File: src/rtl/guia_pkg.sv
// Shared definitions for truth_table_checker.
// Holds the FSM state encoding as localparams so that benches can probe the
// state directly, plus the width of the settle down-counter.
package guia_pkg;

    localparam logic [1:0] ST_IDLE  = 2'd0;
    localparam logic [1:0] ST_WAIT  = 2'd1;
    localparam logic [1:0] ST_CHECK = 2'd2;
    localparam logic [1:0] ST_DONE  = 2'd3;

    typedef enum logic [1:0] {
        IDLE  = ST_IDLE,
        WAIT  = ST_WAIT,
        CHECK = ST_CHECK,
        DONE  = ST_DONE
    } state_t;

    // SETTLE is limited to 0..15.
    localparam int SETTLE_W = 4;

endpackage

File: src/rtl/truth_table_checker_sweep_counter.sv
// sweep_counter: input-vector register and settle down-counter.
// Ports:
//   clk, reset     clock, async active-high reset
//   clear          vec <= 0, counter <= SETTLE (start of sweep)
//   step           vec <= vec+1, counter <= SETTLE (next vector)
//   dec            counter <= counter-1 (settling)
//   vec            current input vector
//   cnt_zero       settle counter has reached zero
//   all_ones       vec is the last vector of the sweep
module sweep_counter
    import guia_pkg::*;
#(
    parameter int N_IN   = 2,
    parameter int SETTLE = 0
) (
    input  logic            clk,
    input  logic            reset,
    input  logic            clear,
    input  logic            step,
    input  logic            dec,
    output logic [N_IN-1:0] vec,
    output logic            cnt_zero,
    output logic            all_ones
);

    localparam logic [SETTLE_W-1:0] SETTLE_V = SETTLE_W'(SETTLE);

    logic [SETTLE_W-1:0] cnt;

    always_ff @(posedge clk or posedge reset) begin
        if (reset) begin
            vec <= '0;
            cnt <= '0;
        end else if (clear) begin
            vec <= '0;
            cnt <= SETTLE_V;
        end else if (step) begin
            vec <= vec + N_IN'(1);
            cnt <= SETTLE_V;
        end else if (dec) begin
            cnt <= cnt - SETTLE_W'(1);
        end
    end

    assign cnt_zero = (cnt == '0);
    assign all_ones = &vec;

endmodule

File: config.mk
export PLATFORM = sky130hd
export DESIGN_NAME = sweep_counter
export DESIGN_NICKNAME = d
export VERILOG_FILES = /design/src/rtl/guia_pkg.sv /design/src/rtl/truth_table_checker_sweep_counter.sv
export SDC_FILE = /design/constraint.sdc
export NUM_CORES = 1
export LEC_CHECK = 0
export ABC_AREA = 1
export CAP_MARGIN = 10
export CORE_AREA = 2 2 39 41
export CTS_CLUSTER_DIAMETER = 150
export DETAILED_ROUTE_END_ITERATION = 10
export DIE_AREA = 0 0 41 43
export SLEW_MARGIN = 10
export SYNTH_ARGS = -nofsm -noshare
export SYNTH_HDL_FRONTEND = slang
export SYNTH_SLANG_ARGS = --single-unit
File: constraint.sdc
create_clock -name clk -period 1.09 [get_ports clk]
set_input_delay 0.218 -clock clk [delete_from_list [all_inputs] [get_ports clk]]
set_output_delay 0.218 -clock clk [all_outputs]
set_load 0.005 [all_outputs]
---- Yosys cells after proc, flatten, opt, wreduce, memory -nomap -nowiden ----
Index checks and enable logic that the tools add are counted.
word-level totals
  flip-flop bits (word level) ............. 6
  input bits .............................. 5
  output and inout bits ................... 4
  word-level logic and storage cells ...... 13
operators by class
  add/subtract/negate cells ............... 2
  muxes and demuxes ....................... 5
  reduce and logical (&&, ||, !) cells .... 4
operators by type and width
  kind                                                                number
  4-bit 2-to-1 mux                                                    3
  4-bit zero test                                                     1
  2-bit 2-to-1 mux                                                    2
  4-bit by 1-bit subtractor with 4-bit output, second input constant  1
  3-bit nonzero test                                                  1
  2-bit by 1-bit adder with 2-bit output, second input constant       1
  2-bit AND reduction                                                 1
  2-bit nonzero test                                                  1

---- Depth between registers and ports, before layout ----
Gate-level depths: netlist (run 1).
  depth in word-level cells ............... 4
  mapped depth ............................ 5
  depth with buffers taken out ............ 5

---- Least setup slack after synthesis (run 1) ----
Ideal clock, no wire load.
  kind .................................... reg-to-output
  from .................................... register cnt[0]
  to ...................................... output port cnt_zero
  data arrival time ....................... 0.821 ns
  data required time ...................... 0.872 ns
  path slack .............................. 0.051 ns
  cell stages (with the launch flop) ...... 4
  path buffers ............................ 0
  path through ............................ dfrtp_1 > inv_1 > ha_1 > nor3b_1
between the ends
  word-level cells in the longest chain between the ends .. 1
ends and longest elaborated chain
  what                      line                                     text
  start: declaration        truth_table_checker_sweep_counter.sv:28  logic [SETTLE_W-1:0] cnt;
  start signal: assignment  truth_table_checker_sweep_counter.sv:41  cnt <= cnt - SETTLE_W'(1);
  4-bit zero test           truth_table_checker_sweep_counter.sv:45  assign cnt_zero = (cnt == '0);
  end: declaration          truth_table_checker_sweep_counter.sv:22  output logic cnt_zero,
Every way passes these cells.

---- Worst setup path after layout (run 1) ----
Ends and elaborated chain as after synthesis.

==> results.txt, run 1 <==
----------------------------------------------------
[Clock tree]
  Clock net sink count ... 6
  Number of buffers created by CTS ... 3
  TritonCTS clock tree ... built
  Clock Path Buffers ... 2
  Clock transition at the register clock pins on the worst setup and hold paths after CTS ... 0.05 ns
  CTS root buffer ... sky130_fd_sc_hd__clkbuf_4
  Later-pin clock latency in the skew report ... approximately 0.24 ns
  CTS H-tree lvls ... 1

[Logic synthesis]
  Post-synthesis cell type count ... 14
  Post-synthesis net count ... 45
  Post-Syn Area per Cell ... 8.79 µm²
  Cell type with the highest aggregate area in the netlist ... sky130_fd_sc_hd__dfrtp_1
  Proportion of synthesized chip area in sequential cells ... 46.2%
  Share of the synthesized area in the top cell type ... 46.2%
  Combined area of all synthesized cells ... 325 µm²
  Number of register bits inferred by synthesis ... 6
  Total number of yosys warnings ... 0
  Largest cells by area after synthesis ... sky130_fd_sc_hd__dfrtp_1 46%, sky130_fd_sc_hd__ha_1 12%, sky130_fd_sc_hd__nand2_1 9.2%, sky130_fd_sc_hd__nand3_1 4.6%, sky130_fd_sc_hd__inv_1 4.6%
  Cells after Synth ... 37

[Die]
  DIE WIDTH ... between 40 and 50 µm
  Full die area ... 0.00176 mm²
  Total core area ... 0.00138 mm²
  Height of the die ... 43 µm
  Number of placed I/O pins ... 9
  Initial core utilization ... between 20% and 30%
  Floorplan row count ... 14

[Worst setup path]
  Worst path slowest cell ... sky130_fd_sc_hd__dfrtp_1
  Buffer and inverter count on the worst path ... 2
  Setup crit end kind ... output port
  Data arrival at the endpoint of the critical path ... between 1 and 1.5 ns
  CP max stage delay ... 0.35 ns
  Endpoint of the worst-slack reg-to-reg timing path ... cnt[1]$_DFFE_PP0P_
  CP Class ... flop to output port
  Depth of the worst register-to-register path ... 6
  Reg-to-reg startpoint ... cnt[0]$_DFFE_PP0P_
  List of cells traversed by the critical path ... inv_2 > ha_1 > nor3b_2 > buf_2
  Largest driver fanout on the critical path ... 2
  Worst setup SP type ... flop
  Required time reported for the critical path endpoint ... 0.87 ns
  Register-to-register setup slack ... 0.04 ns
  Largest delay share family, worst path ... flip-flops

[Route]
  Vias ... between 300 and 400
  Detailed-route DRC error count ... 0
  Number of search-and-repair iterations in the first detailed-routing pass ... 2
  Wirelength per Cell ... slightly below 10 µm
  Routed wire length ... 735 µm
  Count of routing violations after the opening detailed-route iteration ... 2
  ANT nets after route ... 0
  Avg Vias per Cell ... around 4.2

[Finish]
  Number of nets in the finished design ... 70
  Final design area excluding fillers ... 567 µm²
  Commonest cells after routing, fill and taps aside ... 10 x sky130_fd_sc_hd__buf_4, 6 x sky130_fd_sc_hd__nand2_1, 6 x sky130_fd_sc_hd__dfrtp_1
  Fraction of final layout cells sized beyond drive strength 1 ... 53.3%
  Most common library cell in the layout ignoring fill and taps ... sky130_fd_sc_hd__buf_4
  Antenna diode instance count ... 0
  Area Overhead vs Synth ... 74.2%

[GRT]
  Maximum number of pins on one net before global-route repair ... 7
  Number of antenna violations at the first check in global routing ... 0
  Overall overflow remaining after global route ... 0
  Total routing resource utilization after global routing ... 10.4%
  Vias in the first global route ... 323
  First-pass GRT wire length ... around 1.2 mm

[Power and ir drop]
  Part of the total power dissipated in combinational logic ... 25.4%
  Worst supply voltage drop on vdd ... just over 0.0006 V
  Clock group share of total power ... between 30% and 40%
  Net Sw Power ... 150 µW
  Power density over the cells ... around 1100 mW/mm²
  Sequential group share of total power ... between 40% and 50%
  Cell internal power dissipation ... roughly 450 µW
  Sum of internal, switching and leakage power ... 600 µW
  Net Sw Frac ... 24.9%
  Lkg Pwr ... 0.000280 µW

[Timing]
  Maximum clock frequency ... between 700 and 800 MHz
  Final setup viols ... 2
  Min Hold Slack ... 0.193 ns
  RSZ-0062 raised after global routing ... true
  Final Max Tran Viols ... 0
  Final Cycle Share ... 118%
  Time the worst path needs with I/O delays and setup ... 1.29 ns
  Worst Slack Setup Final ... -0.196 ns
  Actual slew at the worst max-slew pin ... 0.287 ns
  Worst rel slew slack ... between 80% and 90%
  Clk_skew ... 0.00291 ns
  Final count of hold timing violations ... 0
  Setup TNS ... -0.258 ns

[Placement]
  Area post-placement ... 508 µm²
  Setup slack at placement ... -0.394 ns
  Post-DP HPWL ... 574 µm
  Number of port buffers ... 8
  Gp weighted congestion ... 0.738

[Worst hold path]
  Min-Delay Path Class ... primary input to async pin

[Job]
  MaxCap Viol Count ... 0

[Status]
  Failing checks ... negative setup slack
  Outcome ... finished, violations left

----------------------------------------------------
what timing repair did:
action | CTS | global route
hold buffers | 0 | 0
gates resized for setup | 25 | 3
endpoints found under the setup margin | 5 | 5
buffers inserted | 1 | 2
pin swaps | 2 | 1
layout make-up:
class	count	area, µm²
Clock buffer	3	22.5
Multi-Input combinational cell	26	185
Tap cell	16	20.0
Fill cell	143	817
Sequential cell	6	150
Timing Repair Buffer	20	170
Inverter	5	18.8
synth_stat cells:
master,count
sky130_fd_sc_hd__dfrtp_1,6
sky130_fd_sc_hd__nand3_1,3
sky130_fd_sc_hd__o21a_1,1
sky130_fd_sc_hd__nor2_2,2
sky130_fd_sc_hd__o21ai_0,1
sky130_fd_sc_hd__a21oi_1,2
sky130_fd_sc_hd__nor2_4,1
sky130_fd_sc_hd__nand2_1,8
sky130_fd_sc_hd__nor2_1,3
sky130_fd_sc_hd__ha_1,3
sky130_fd_sc_hd__a21oi_2,1
sky130_fd_sc_hd__inv_1,4
sky130_fd_sc_hd__inv_2,1
sky130_fd_sc_hd__nor3b_1,1
power groups by stage:
stage | registers, µW | clock network, µW | logic [µW]
2_1_floorplan | 251 | 0 | 49.1
3_3_place_gp | 247 | 0 | 135
3_5_place_dp | 247 | 0 | 138
4_1_cts | 246 | 210 | 143
5_1_grt | 247 | 229 | 167
6_report | 246 | 202 | 152
worst register-to-register path, stage by stage (launching register included):
cell and delay, ns:
sky130_fd_sc_hd__dfrtp_1 0.35, sky130_fd_sc_hd__inv_2 0.04, sky130_fd_sc_hd__buf_4 0.14, sky130_fd_sc_hd__ha_4 0.23, sky130_fd_sc_hd__nand2_2 0.06, sky130_fd_sc_hd__nand2_2 0.05
sky130_fd_sc_hd__a21oi_2 0.11
through the flow:
step                cells  util (%)
floorplan              37         -
global placement       72      36.7
detailed placement     72      36.7
CTS                    75      39.6
global route           76      41.0
finish                 76      41.0
metal layers:
layer / up-vias / global-route usage [%] / wire length (µm)
met5: - / 0 / 0
li1: 164 / - / -
met4: 0 / 4.00 / 0
met1: 146 / 14.2 / 324
met2: 8 / 15.9 / 369
met3: 0 / 1.57 / 41
kinds of logic (layout without fill, tap and decap cells):
group	Yosys count	in the layout	synth area share, %
buffers and inverters	5	28	5.77
adders and majority gates	3	3	11.5
DFF	6	6	46.2
and+or+nand+nor	18	18	26.9
AOI/OAI and AO/OA	5	5	9.62
sequential cells by signal (all words and copies together) (netlist names):
signal,cells
cnt,4
vec,2
worst max-delay path by stage:
| stage | start | end | cells after the start |
|---|---|---|---|
| after floorplan | cnt[0]$_DFFE_PP0P_ | cnt_zero | 3 |
| after CTS | cnt[0]$_DFFE_PP0P_ | cnt_zero | 4 |
| after global placement | cnt[0]$_DFFE_PP0P_ | cnt_zero | 4 |
| after detailed placement | cnt[0]$_DFFE_PP0P_ | cnt_zero | 4 |
| after global routing | cnt[1]$_DFFE_PP0P_ | cnt_zero | 4 |
| final | cnt[0]$_DFFE_PP0P_ | cnt_zero | 4 |
Note: power is estimated with default switching activity, not from simulation.
==> run 2: changes to the inputs <==
--- a/config.mk
+++ b/config.mk
@@ -11,7 +11,6 @@
 export CTS_CLUSTER_DIAMETER = 150
 export DETAILED_ROUTE_END_ITERATION = 10
 export DIE_AREA = 0 0 41 43
-export SLEW_MARGIN = 10
 export SYNTH_ARGS = -nofsm -noshare
 export SYNTH_HDL_FRONTEND = slang
 export SYNTH_SLANG_ARGS = --single-unit
==> results of run 2 <==
The final DEF is identical to that of run 1; final timing and power are the same.
